### config.mk
export PLATFORM = sky130hd
export DESIGN_NAME = cell_stream_ctrl
export DESIGN_NICKNAME = d
export VERILOG_FILES = /design/src/rtl/cell_stream_ctrl.sv
export SDC_FILE = /design/constraint.sdc
export NUM_CORES = 1
export LEC_CHECK = 0
export BUFFER_PORTS_ARGS = -buffer_cell sky130_fd_sc_hd__buf_2
export CORE_MARGIN = 1.5
export CORE_UTILIZATION = 55
export CTS_CLUSTER_DIAMETER = 100
export DETAILED_ROUTE_END_ITERATION = 8
export PLACE_DENSITY = 0.84
export SLEW_MARGIN = 30
export SYNTH_ARGS = -nofsm -noshare
export SYNTH_HDL_FRONTEND = slang
export SYNTH_SLANG_ARGS = --single-unit
### constraint.sdc
create_clock -name clk -period 10.45 [get_ports clk]
set_input_delay 1.045 -clock clk [delete_from_list [all_inputs] [get_ports clk]]
set_output_delay 1.045 -clock clk [all_outputs]
set_load 0.02 [all_outputs]
### src/rtl/cell_stream_ctrl.sv
// cell_stream_ctrl
//
// Sequencer and access arbiter for one single-port cell position RAM.
// Each RAM word is {posz, posy, posx}; word 0 holds the particle count.
// On start the count is read from word 0, clamped to the RAM depth, and
// particles 1..count are streamed to the force pipeline over valid/ready.
// The RAM has a fixed two-cycle read latency, so reads are only issued
// while the reads in flight plus the buffered entries still fit in the
// four-entry output FIFO. Motion-update write-back is granted only while
// no stream is active.
//
// Ports:
//   clk, rst          system clock, synchronous active-high reset
//   start             single-cycle pulse, begin streaming one cell
//   busy, done        stream active / single-cycle completion pulse
//   particle_cnt      clamped count latched from word 0
//   cnt_err           sticky, count exceeded PARTICLE_NUM-1
//   mem_*             single-port RAM interface (read data on mem_q)
//   out_*             particle stream (first-word-fall-through FIFO head)
//   wb_req/addr/data  write-back request, held until granted
//   wb_grant          combinational, write performed this cycle

module cell_stream_ctrl #(
    parameter int DATA_WIDTH   = 96,
    parameter int PARTICLE_NUM = 220,
    parameter int ADDR_WIDTH   = 8,
    parameter int FIFO_DEPTH   = 4
) (
    input  logic                  clk,
    input  logic                  rst,
    input  logic                  start,
    output logic                  busy,
    output logic                  done,
    output logic [ADDR_WIDTH-1:0] particle_cnt,
    output logic                  cnt_err,
    output logic [ADDR_WIDTH-1:0] mem_address,
    output logic                  mem_rden,
    output logic                  mem_wren,
    output logic [DATA_WIDTH-1:0] mem_data,
    input  logic [DATA_WIDTH-1:0] mem_q,
    output logic [DATA_WIDTH-1:0] out_data,
    output logic                  out_valid,
    input  logic                  out_ready,
    output logic                  out_last,
    input  logic                  wb_req,
    input  logic [ADDR_WIDTH-1:0] wb_addr,
    input  logic [DATA_WIDTH-1:0] wb_data,
    output logic                  wb_grant
);

    localparam logic [ADDR_WIDTH-1:0] MAX_INDEX  = ADDR_WIDTH'(PARTICLE_NUM - 1);
    localparam logic [2:0]            FIFO_SLOTS = 3'(FIFO_DEPTH);

    typedef enum logic [2:0] {
        IDLE,
        RD_CNT,
        WAIT_CNT,
        STREAM,
        DRAIN,
        DONE
    } state_t;

    state_t state, state_next;

    logic [ADDR_WIDTH-1:0] rd_ptr, rd_ptr_next;

    logic [1:0]            rd_valid_pipe;
    logic [ADDR_WIDTH-1:0] rd_tag_pipe0, rd_tag_pipe1;

    logic [DATA_WIDTH-1:0] fifo_data [FIFO_DEPTH];
    logic [ADDR_WIDTH-1:0] fifo_tag  [FIFO_DEPTH];
    logic [1:0]            fifo_wr_ptr, fifo_rd_ptr;
    logic [2:0]            fifo_count;

    logic [1:0]            in_flight;
    logic                  credit_ok;
    logic                  fifo_empty;
    logic                  fifo_push;
    logic                  fifo_pop;

    logic [ADDR_WIDTH-1:0] raw_cnt;
    logic [ADDR_WIDTH-1:0] clamped_cnt;
    logic                  cnt_over;
    logic                  cnt_capture;
    logic                  start_accept;

    // Reads in flight are exactly the set bits of the valid pipe, so the
    // credit check needs no separate counter that could drift from it.
    assign in_flight  = {1'b0, rd_valid_pipe[0]} + {1'b0, rd_valid_pipe[1]};
    assign credit_ok  = ({1'b0, in_flight} + fifo_count) < FIFO_SLOTS;

    assign fifo_empty = (fifo_count == 3'd0);
    assign fifo_pop   = !fifo_empty && out_ready;

    // Only particle reads land in the FIFO; the word-0 count read returns
    // while still in WAIT_CNT and is consumed there instead.
    assign fifo_push  = rd_valid_pipe[1] && ((state == STREAM) || (state == DRAIN));

    assign raw_cnt     = mem_q[ADDR_WIDTH-1:0];
    assign cnt_over    = (raw_cnt > MAX_INDEX);
    assign clamped_cnt = cnt_over ? MAX_INDEX : raw_cnt;

    // The head is forced to zero when empty so stale storage never shows.
    assign out_valid = !fifo_empty;
    assign out_data  = fifo_empty ? '0 : fifo_data[fifo_rd_ptr];
    assign out_last  = !fifo_empty && (fifo_tag[fifo_rd_ptr] == particle_cnt);

    // State register, read pointer and the read-return valid/tag pipe.
    // Clearing the valid pipe on reset discards data from aborted reads.
    always_ff @(posedge clk) begin
        if (rst) begin
            state         <= IDLE;
            rd_ptr        <= '0;
            rd_valid_pipe <= 2'b00;
            rd_tag_pipe0  <= '0;
            rd_tag_pipe1  <= '0;
        end else begin
            state         <= state_next;
            rd_ptr        <= rd_ptr_next;
            rd_valid_pipe <= {rd_valid_pipe[0], mem_rden};
            rd_tag_pipe0  <= mem_address;
            rd_tag_pipe1  <= rd_tag_pipe0;
        end
    end

    // Next-state, RAM port arbitration and status outputs. Start wins over
    // a pending write-back in IDLE; DRAIN looks ahead at the pop so done
    // fires the cycle after the last particle leaves the FIFO.
    always_comb begin
        state_next   = state;
        rd_ptr_next  = rd_ptr;
        mem_address  = '0;
        mem_rden     = 1'b0;
        mem_wren     = 1'b0;
        mem_data     = '0;
        wb_grant     = 1'b0;
        busy         = 1'b0;
        done         = 1'b0;
        start_accept = 1'b0;
        cnt_capture  = 1'b0;

        case (state)
            IDLE: begin
                if (start) begin
                    start_accept = 1'b1;
                    state_next   = RD_CNT;
                end else if (wb_req && !rst) begin
                    wb_grant    = 1'b1;
                    mem_wren    = 1'b1;
                    mem_address = wb_addr;
                    mem_data    = wb_data;
                end
            end
            RD_CNT: begin
                busy       = 1'b1;
                mem_rden   = 1'b1;
                state_next = WAIT_CNT;
            end
            WAIT_CNT: begin
                busy = 1'b1;
                if (rd_valid_pipe[1]) begin
                    cnt_capture = 1'b1;
                    rd_ptr_next = ADDR_WIDTH'(1);
                    state_next  = (clamped_cnt == '0) ? DONE : STREAM;
                end
            end
            STREAM: begin
                busy = 1'b1;
                if (credit_ok) begin
                    mem_rden    = 1'b1;
                    mem_address = rd_ptr;
                    rd_ptr_next = rd_ptr + ADDR_WIDTH'(1);
                    if (rd_ptr == particle_cnt) begin
                        state_next = DRAIN;
                    end
                end
            end
            DRAIN: begin
                busy = 1'b1;
                if ((rd_valid_pipe == 2'b00) &&
                    (fifo_empty || ((fifo_count == 3'd1) && fifo_pop))) begin
                    state_next = DONE;
                end
            end
            DONE: begin
                done       = 1'b1;
                state_next = IDLE;
            end
            default: begin
                state_next = IDLE;
            end
        endcase
    end

    // Latched count and sticky error flag. The error is cleared by the
    // next accepted start and set again only if that count is also clamped.
    always_ff @(posedge clk) begin
        if (rst) begin
            particle_cnt <= '0;
            cnt_err      <= 1'b0;
        end else if (start_accept) begin
            cnt_err <= 1'b0;
        end else if (cnt_capture) begin
            particle_cnt <= clamped_cnt;
            if (cnt_over) begin
                cnt_err <= 1'b1;
            end
        end
    end

    // FIFO pointers and occupancy. The credit rule makes overflow
    // impossible; the assertion catches any break in that reasoning.
    always_ff @(posedge clk) begin
        if (rst) begin
            fifo_wr_ptr <= 2'd0;
            fifo_rd_ptr <= 2'd0;
            fifo_count  <= 3'd0;
        end else begin
            assert (!(fifo_push && !fifo_pop && (fifo_count == FIFO_SLOTS)));
            if (fifo_push) begin
                fifo_wr_ptr <= fifo_wr_ptr + 2'd1;
            end
            if (fifo_pop) begin
                fifo_rd_ptr <= fifo_rd_ptr + 2'd1;
            end
            case ({fifo_push, fifo_pop})
                2'b10:   fifo_count <= fifo_count + 3'd1;
                2'b01:   fifo_count <= fifo_count - 3'd1;
                default: fifo_count <= fifo_count;
            endcase
        end
    end

    // FIFO storage: each entry carries its RAM address so the head can be
    // recognised as the final particle of the cell.
    always_ff @(posedge clk) begin
        if (fifo_push) begin
            fifo_data[fifo_wr_ptr] <= mem_q;
            fifo_tag[fifo_wr_ptr]  <= rd_tag_pipe1;
        end
    end

endmodule

==> impl_metrics.toml, run 1 <==
[status]
outcome = "complete, no violations"

[finish]
fillers = 2318
stdcell_count = 1918
finish.utilization_pct = 67.6
area_delta_synth_final_pct = 21.6
drive_gt1_share_pct = 41.5
nets = 1640

[routing]
first_pass_iters = 7
num_vias = 10716
remaining_drc_errors = 0
wl_per_cell_um = 24.0
vias_per_cell = 5.59
drtAntennaViolNets = 0
routed_wl_um = 46000
drtIter0Drc = 960

[hold_path]
hp-class = "reg -> reg"

[global_route]
grt.overflow.total = 0
globalRouteTotalUtil_pct = 26.2
antenna_found_initial = 13
grt_max_degree = 107
grt_pass1_vias = 10741
grt_pass1_wl_um = 67500

[job]
max-cap-violations = 0

[power]
netSwitchingFraction_pct = 25.8
p_leak_nw = 8.40
ir_drop_mv = 0.111
combPwrFrac_pct = 18.4
clock_power_share_pct = 35.3
powerDensity_mw_per_mm2 = 197
p_int_mw = 3.29
p_switching_mw = 1.14
p_seq_share_pct = 46.3

[floorplanning]
die_h_um = 187
io_pins = 421
fp-row-count = 67
die-area_mm2 = 0.0348
die_w_um = 187
core_area_mm2 = 0.0334
initial_core_util_pct = 55.6

[sta]
period_share_pct = 49.1
setup_violations = 0
final.min_clock_period_ps = 5130
setup_tns_ps = 0
skew_ps = 10.8
fmax_mhz = 195
hold_viol_final = 0
drv_slew = 0
tightest_slew_ps = 844
finalHoldWorstSlack_ps = 434
rsz0062_at_grt = "no"
relSlewSlack_pct = 43.8

[clock_network]
cts.path.max_buffers = 3
cts_tree = "done"
cts.sinks = 463
post_cts_buffers = 0
clk_latency_ps = 530
cts.repair.resized = 0
cts_buffers = 45
clkTransAtPathRegs_ps = 60
root_buffer = "clkbuf_16"
htreeDepth = 2
holdBufCountCts = 0

[synthesis]
synth_area_leaders = "edfxtp_1 67%, mux4_2 13%, and2_1 6.6%"
synth_edf_count = 416
synth_seq_cells = 463
yosysTopAreaCellShare_pct = 67.3
syn_nets = 1220
yosysSeqAreaShare_pct = 72.4
synthesis.area_mm2 = 0.0186
ys_async_sr_fraction_pct = 0
ys_types = 46
synthFlopType = "edfxtp_1"
synth.avg_cell_area_um2 = 18.5
syn_inst = 1004
synth_warnings = 0
synth_top_area_cell = "edfxtp_1"

[place]
gp_congestion = 1.03
place_hpwl_um = 30300
port_buffers = 420
place_inst = 1825

[worst_setup_path]
reg2reg_to = "fifo_data[2][6]"
regToRegStartpoint = "state[1]"
worst_setup_path_end_kind = "primary output"
cp.arrival_ps = 4090
reg2reg_depth = 5
endpoint = "out_last"
r2r_slack_ps = 7170
worstPathRequired_ps = 9410
cp_max_fo = 40
start_kind = "flip-flop"
setup.worst_path.class = "reg -> out"
worst min-delay path by stage:
stage	start	to	slack, ps	cells past startpoint
after floorplan	rd_tag_pipe0[0]	rd_tag_pipe1[0]	410	1
after global placement	rd_tag_pipe0[5]	rd_tag_pipe1[5]	420	1
after detailed placement	rd_tag_pipe0[4]	rd_tag_pipe1[4]	420	1
after CTS	rd_tag_pipe0[4]	rd_tag_pipe1[4]	430	1
after global routing	rd_tag_pipe0[7]	rd_tag_pipe1[7]	460	1
final	rd_tag_pipe0[4]	rd_tag_pipe1[4]	430	1
per-stage QoR:
stage / worst slack [ps] / total power [mW] / cell area, um2
floorplan: 6490 / 2.64 / 18600
global placement: 5690 / 2.89 / 21000
detailed placement: 5690 / 2.91 / 21100
CTS: 5120 / 4.47 / 22500
global route: 4940 / 4.60 / 22500
finish: 5320 / 4.44 / 22600
state kept, by name, indices dropped and copies added (netlist names), named ones only:
signal / cells
cnt_err: 1
fifo_count: 3
fifo_data: 384
fifo_rd_ptr: 2
fifo_tag: 32
fifo_wr_ptr: 2
particle_cnt: 8
rd_ptr: 8
rd_tag_pipe0: 8
rd_tag_pipe1: 8
rd_valid_pipe: 2
state: 3
Yosys cell counts (2+ instances only):
master    instances
buf_6             5
ha_1             11
buf_2            14
nand4_1           5
a22o_1            9
clkbuf_1         29
inv_1             6
a21oi_1           9
mux4_2          104
a211oi_1          3
edfxtp_1        416
buf_4             5
and2_1          197
a21boi_1          2
and3_1            4
nor2_1           23
xor2_1           17
nor2b_1          21
xnor2_1          11
a311oi_1          2
nor4_1            4
mux2i_1           3
o21ai_0           2
a31oi_1           2
nand2_1          17
dfxtp_1          47
nand2b_1          2
nor3_2            2
clkbuf_2          3
nand3b_1          3
nand3_1           3
nor3_1            8
o21a_1            2
area by class of cell:
| cell class | instances | area (um2) | area share [%] |
|---|---|---|---|
| Sequential cell | 463 | 13400 | 59.6 |
| Multi-Input combinational cell | 478 | 4830 | 21.4 |
| Timing Repair Buffer | 430 | 2230 | 9.90 |
| Clock buffer | 61 | 1230 | 5.46 |
| Tap cell | 448 | 561 | 2.49 |
| Clock inverter | 22 | 209 | 0.926 |
| Antenna cell | 10 | 25.0 | 0.111 |
| Inverter | 6 | 22.5 | 0.0999 |
critical path, stage by stage (launching register included):
cell,delay [ps]
dfxtp_4,730
buf_4,690
buf_4,730
mux4_2,600
xor2_1,150
nor4_1,230
and3_1,210
buf_2,190
power by group through the flow:
| stage | Sequential, mW | Combinational (mW) | Clock (mW) |
|---|---|---|---|
| after floorplan | 2.07 | 0.573 | 0 |
| after global placement | 2.09 | 0.798 | 0 |
| after detailed placement | 2.09 | 0.818 | 0 |
| after CTS | 2.05 | 0.826 | 1.59 |
| after global routing | 2.06 | 0.872 | 1.67 |
| final | 2.05 | 0.816 | 1.57 |
kinds of logic after synthesis:
logic type	count (synthesis)	share of synthesized area, %
AND/OR/NAND/NOR	294	9.43
multiplexers	107	12.8
AO/OA/AOI/OAI	38	1.64
XOR/XNOR	28	1.32
adder cells (fa/ha/maj)	11	0.742
buffers and inverters	63	1.69
flip-flops	463	72.4
routing by layer:
layer	track usage [%]	wire, um	vias to the layer above
li1	-	-	4718
met3	5.66	3550	84
met4	8.19	1400	4
met2	45.2	23500	539
met1	33.2	17500	5371
met5	0	23	-
cell usage in the layout, fill, tap and decap left out, types with 3 or more instances in the layout:
cell type,synthesis,final
clkbuf_1,29,13
nand2_1,17,17
dfxtp_1,47,45
and2_1,197,193
and2_4,0,4
nor2b_1,21,21
nor2_1,23,23
nand3_1,3,3
a22o_1,9,9
clkbuf_16,0,47
buf_4,5,4
mux4_2,104,104
buf_6,5,4
mux2i_1,3,3
clkinv_2,0,5
diode_2,0,10
a21oi_1,9,9
inv_1,6,6
and3_1,4,4
edfxtp_1,416,416
buf_2,14,420
clkinv_1,0,10
nor4_1,4,4
nand4_1,5,5
xor2_1,17,17
xnor2_1,11,11
ha_1,11,11
bufinv_16,0,4
nand3b_1,3,3
nor3_1,8,8
a211oi_1,3,3
Note: power is estimated with default switching activity, not from simulation.
==> inputs of run 2 (changes only) <==
CORE_UTILIZATION = 54   (was 55)
PLACE_DENSITY = 0.83   (was 0.84)
clock period = 5.3 ns   (was 10.45 ns; I/O delays follow)
==> impl_metrics.toml, run 2 (synthesized netlist as in run 1, its figures left out) <==
[global_route]
globalRouteTotalUtil_pct = 26.1
antenna_found_initial = 24
grt.overflow.total = 0
grt_max_degree = 107
grt_pass1_wl_um = 68200
grt_pass1_vias = 10987

[clock_network]
post_cts_buffers = 0
cts_tree = "done"
cts.sinks = 463
cts.path.max_buffers = 3
htreeDepth = 2
cts.repair.resized = 0
cts_buffers = 45
clk_latency_ps = 540
clkTransAtPathRegs_ps = 60
root_buffer = "clkbuf_16"
holdBufCountCts = 0

[power]
p_int_mw = 6.42
combPwrFrac_pct = 18.8
ir_drop_mv = 0.242
totalPowerFinal_mw = 8.69
p_seq_share_pct = 46.3
powerDensity_mw_per_mm2 = 385
netSwitchingFraction_pct = 26.2
p_switching_mw = 2.27
p_leak_nw = 8.40
clock_power_share_pct = 34.9

[hold_path]
hp-class = "in -> reg"
holdCritStartpoint = "mem_q[89]"
worstHoldEndpoint = "fifo_data[2][89]"
hold_depth = 1

[place]
place_hpwl_um = 30800
port_buffers = 420
gp_congestion = 1.05

[floorplanning]
die-area_mm2 = 0.0355
initial_core_util_pct = 55.1
core_area_mm2 = 0.0337
die_w_um = 188
io_pins = 421
die_h_um = 188
fp-row-count = 67

[finish]
nets = 1644
finish.utilization_pct = 66.9
drive_gt1_share_pct = 41.8
fillers = 2316
final_common_cell = "buf_2"
largest_reg_flops = 384
seq_area_mm2 = 0.0134
top_regs = "fifo_data (384), fifo_tag (32)"
area_delta_synth_final_pct = 21.6
largest-register = "fifo_data"
multi_input_area_mm2 = 0.00483
layout_common_cells = "420 x buf_2, 416 x edfxtp_1, 193 x and2_1"

[job]
max-cap-violations = 0

[worst_setup_path]
reg2reg_depth = 5
setup.worst_path.class = "reg -> out"
worst_setup_path_end_kind = "primary output"
regToRegStartpoint = "state[1]"
cp_max_fo = 106
reg2reg_to = "fifo_tag[1][6]"
start_kind = "flip-flop"
worstPathRequired_ps = 4770
cp.arrival_ps = 2710
r2r_slack_ps = 2280

[sta]
fmax_mhz = 309
rsz0062_at_grt = "no"
drv_slew = 0
tightest_slew_ps = 842
period_share_pct = 61.1
skew_ps = 17.6
hold_viol_final = 0
setup_violations = 0
final.min_clock_period_ps = 3240
setup_tns_ps = 0
relSlewSlack_pct = 43.9

[status]
outcome = "complete, no violations"

[routing]
remaining_drc_errors = 0
num_vias = 10830
drtIter0Drc = 862
routed_wl_um = 46500
first_pass_iters = 5
wl_per_cell_um = 24.1
vias_per_cell = 5.62
drtAntennaViolNets = 0
## run 2: how the worst max path moves through the flow
stage                                  end  cells past startpoint  startpoint
after floorplan            fifo_data[0][0]                      4    state[2]
after global placement        out_data[67]                      4   flip-flop
after detailed placement  fifo_data[1][33]                      5    state[1]
after CTS                     out_data[30]                      4   flip-flop
after global routing          mem_data[13]                      6    state[1]
final                         mem_data[50]                      6    state[1]
## run 2: final cells by class
| class | count | area share [%] |
|---|---|---|
| antenna | 16 | 0.177 |
| clock buffer | 62 | 5.53 |
| clock inverter | 20 | 0.688 |
| inverter | 6 | 0.0998 |
| multi-input combinational | 478 | 21.4 |
| sequential | 463 | 59.6 |
| tap | 448 | 2.48 |
| timing repair buffer | 434 | 10.0 |
## run 2: power by group through the flow
stage	sequential [mW]	clock [mW]	combinational, mW
after floorplan	4.08	0	1.13
after global placement	4.10	0	1.60
after detailed placement	4.10	0	1.63
after CTS	4.02	3.08	1.63
after global routing	4.03	3.22	1.76
final	4.02	3.03	1.63
## run 2: routing by layer
| metal | GRT usage [%] | wire length (um) | vias up |
|---|---|---|---|
| met3 | 6.76 | 4010 | 107 |
| met1 | 32.4 | 16900 | 5432 |
| met5 | 0 | 116 | - |
| met4 | 14.1 | 2160 | 18 |
| met2 | 42.4 | 23300 | 545 |
| li1 | - | - | 4728 |
## run 2: per-stage QoR
step	cells	setup WS [ps]	hold WS, ps	instance area (um2)
after global routing	1923	1880	191	22600
final	1927	2060	204	22600
after floorplan	1004	1340	414	18600
after CTS	1909	1940	180	22500
after detailed placement	1827	2280	431	21100
after global placement	1826	2290	420	21100
## run 2: critical path: stages, from the launching register on
cell and delay (ps):
dfxtp_1 430, nor2_1 310, nand3b_1 160, nor3_4 120, buf_4 580, and2_1 300, buf_2 190
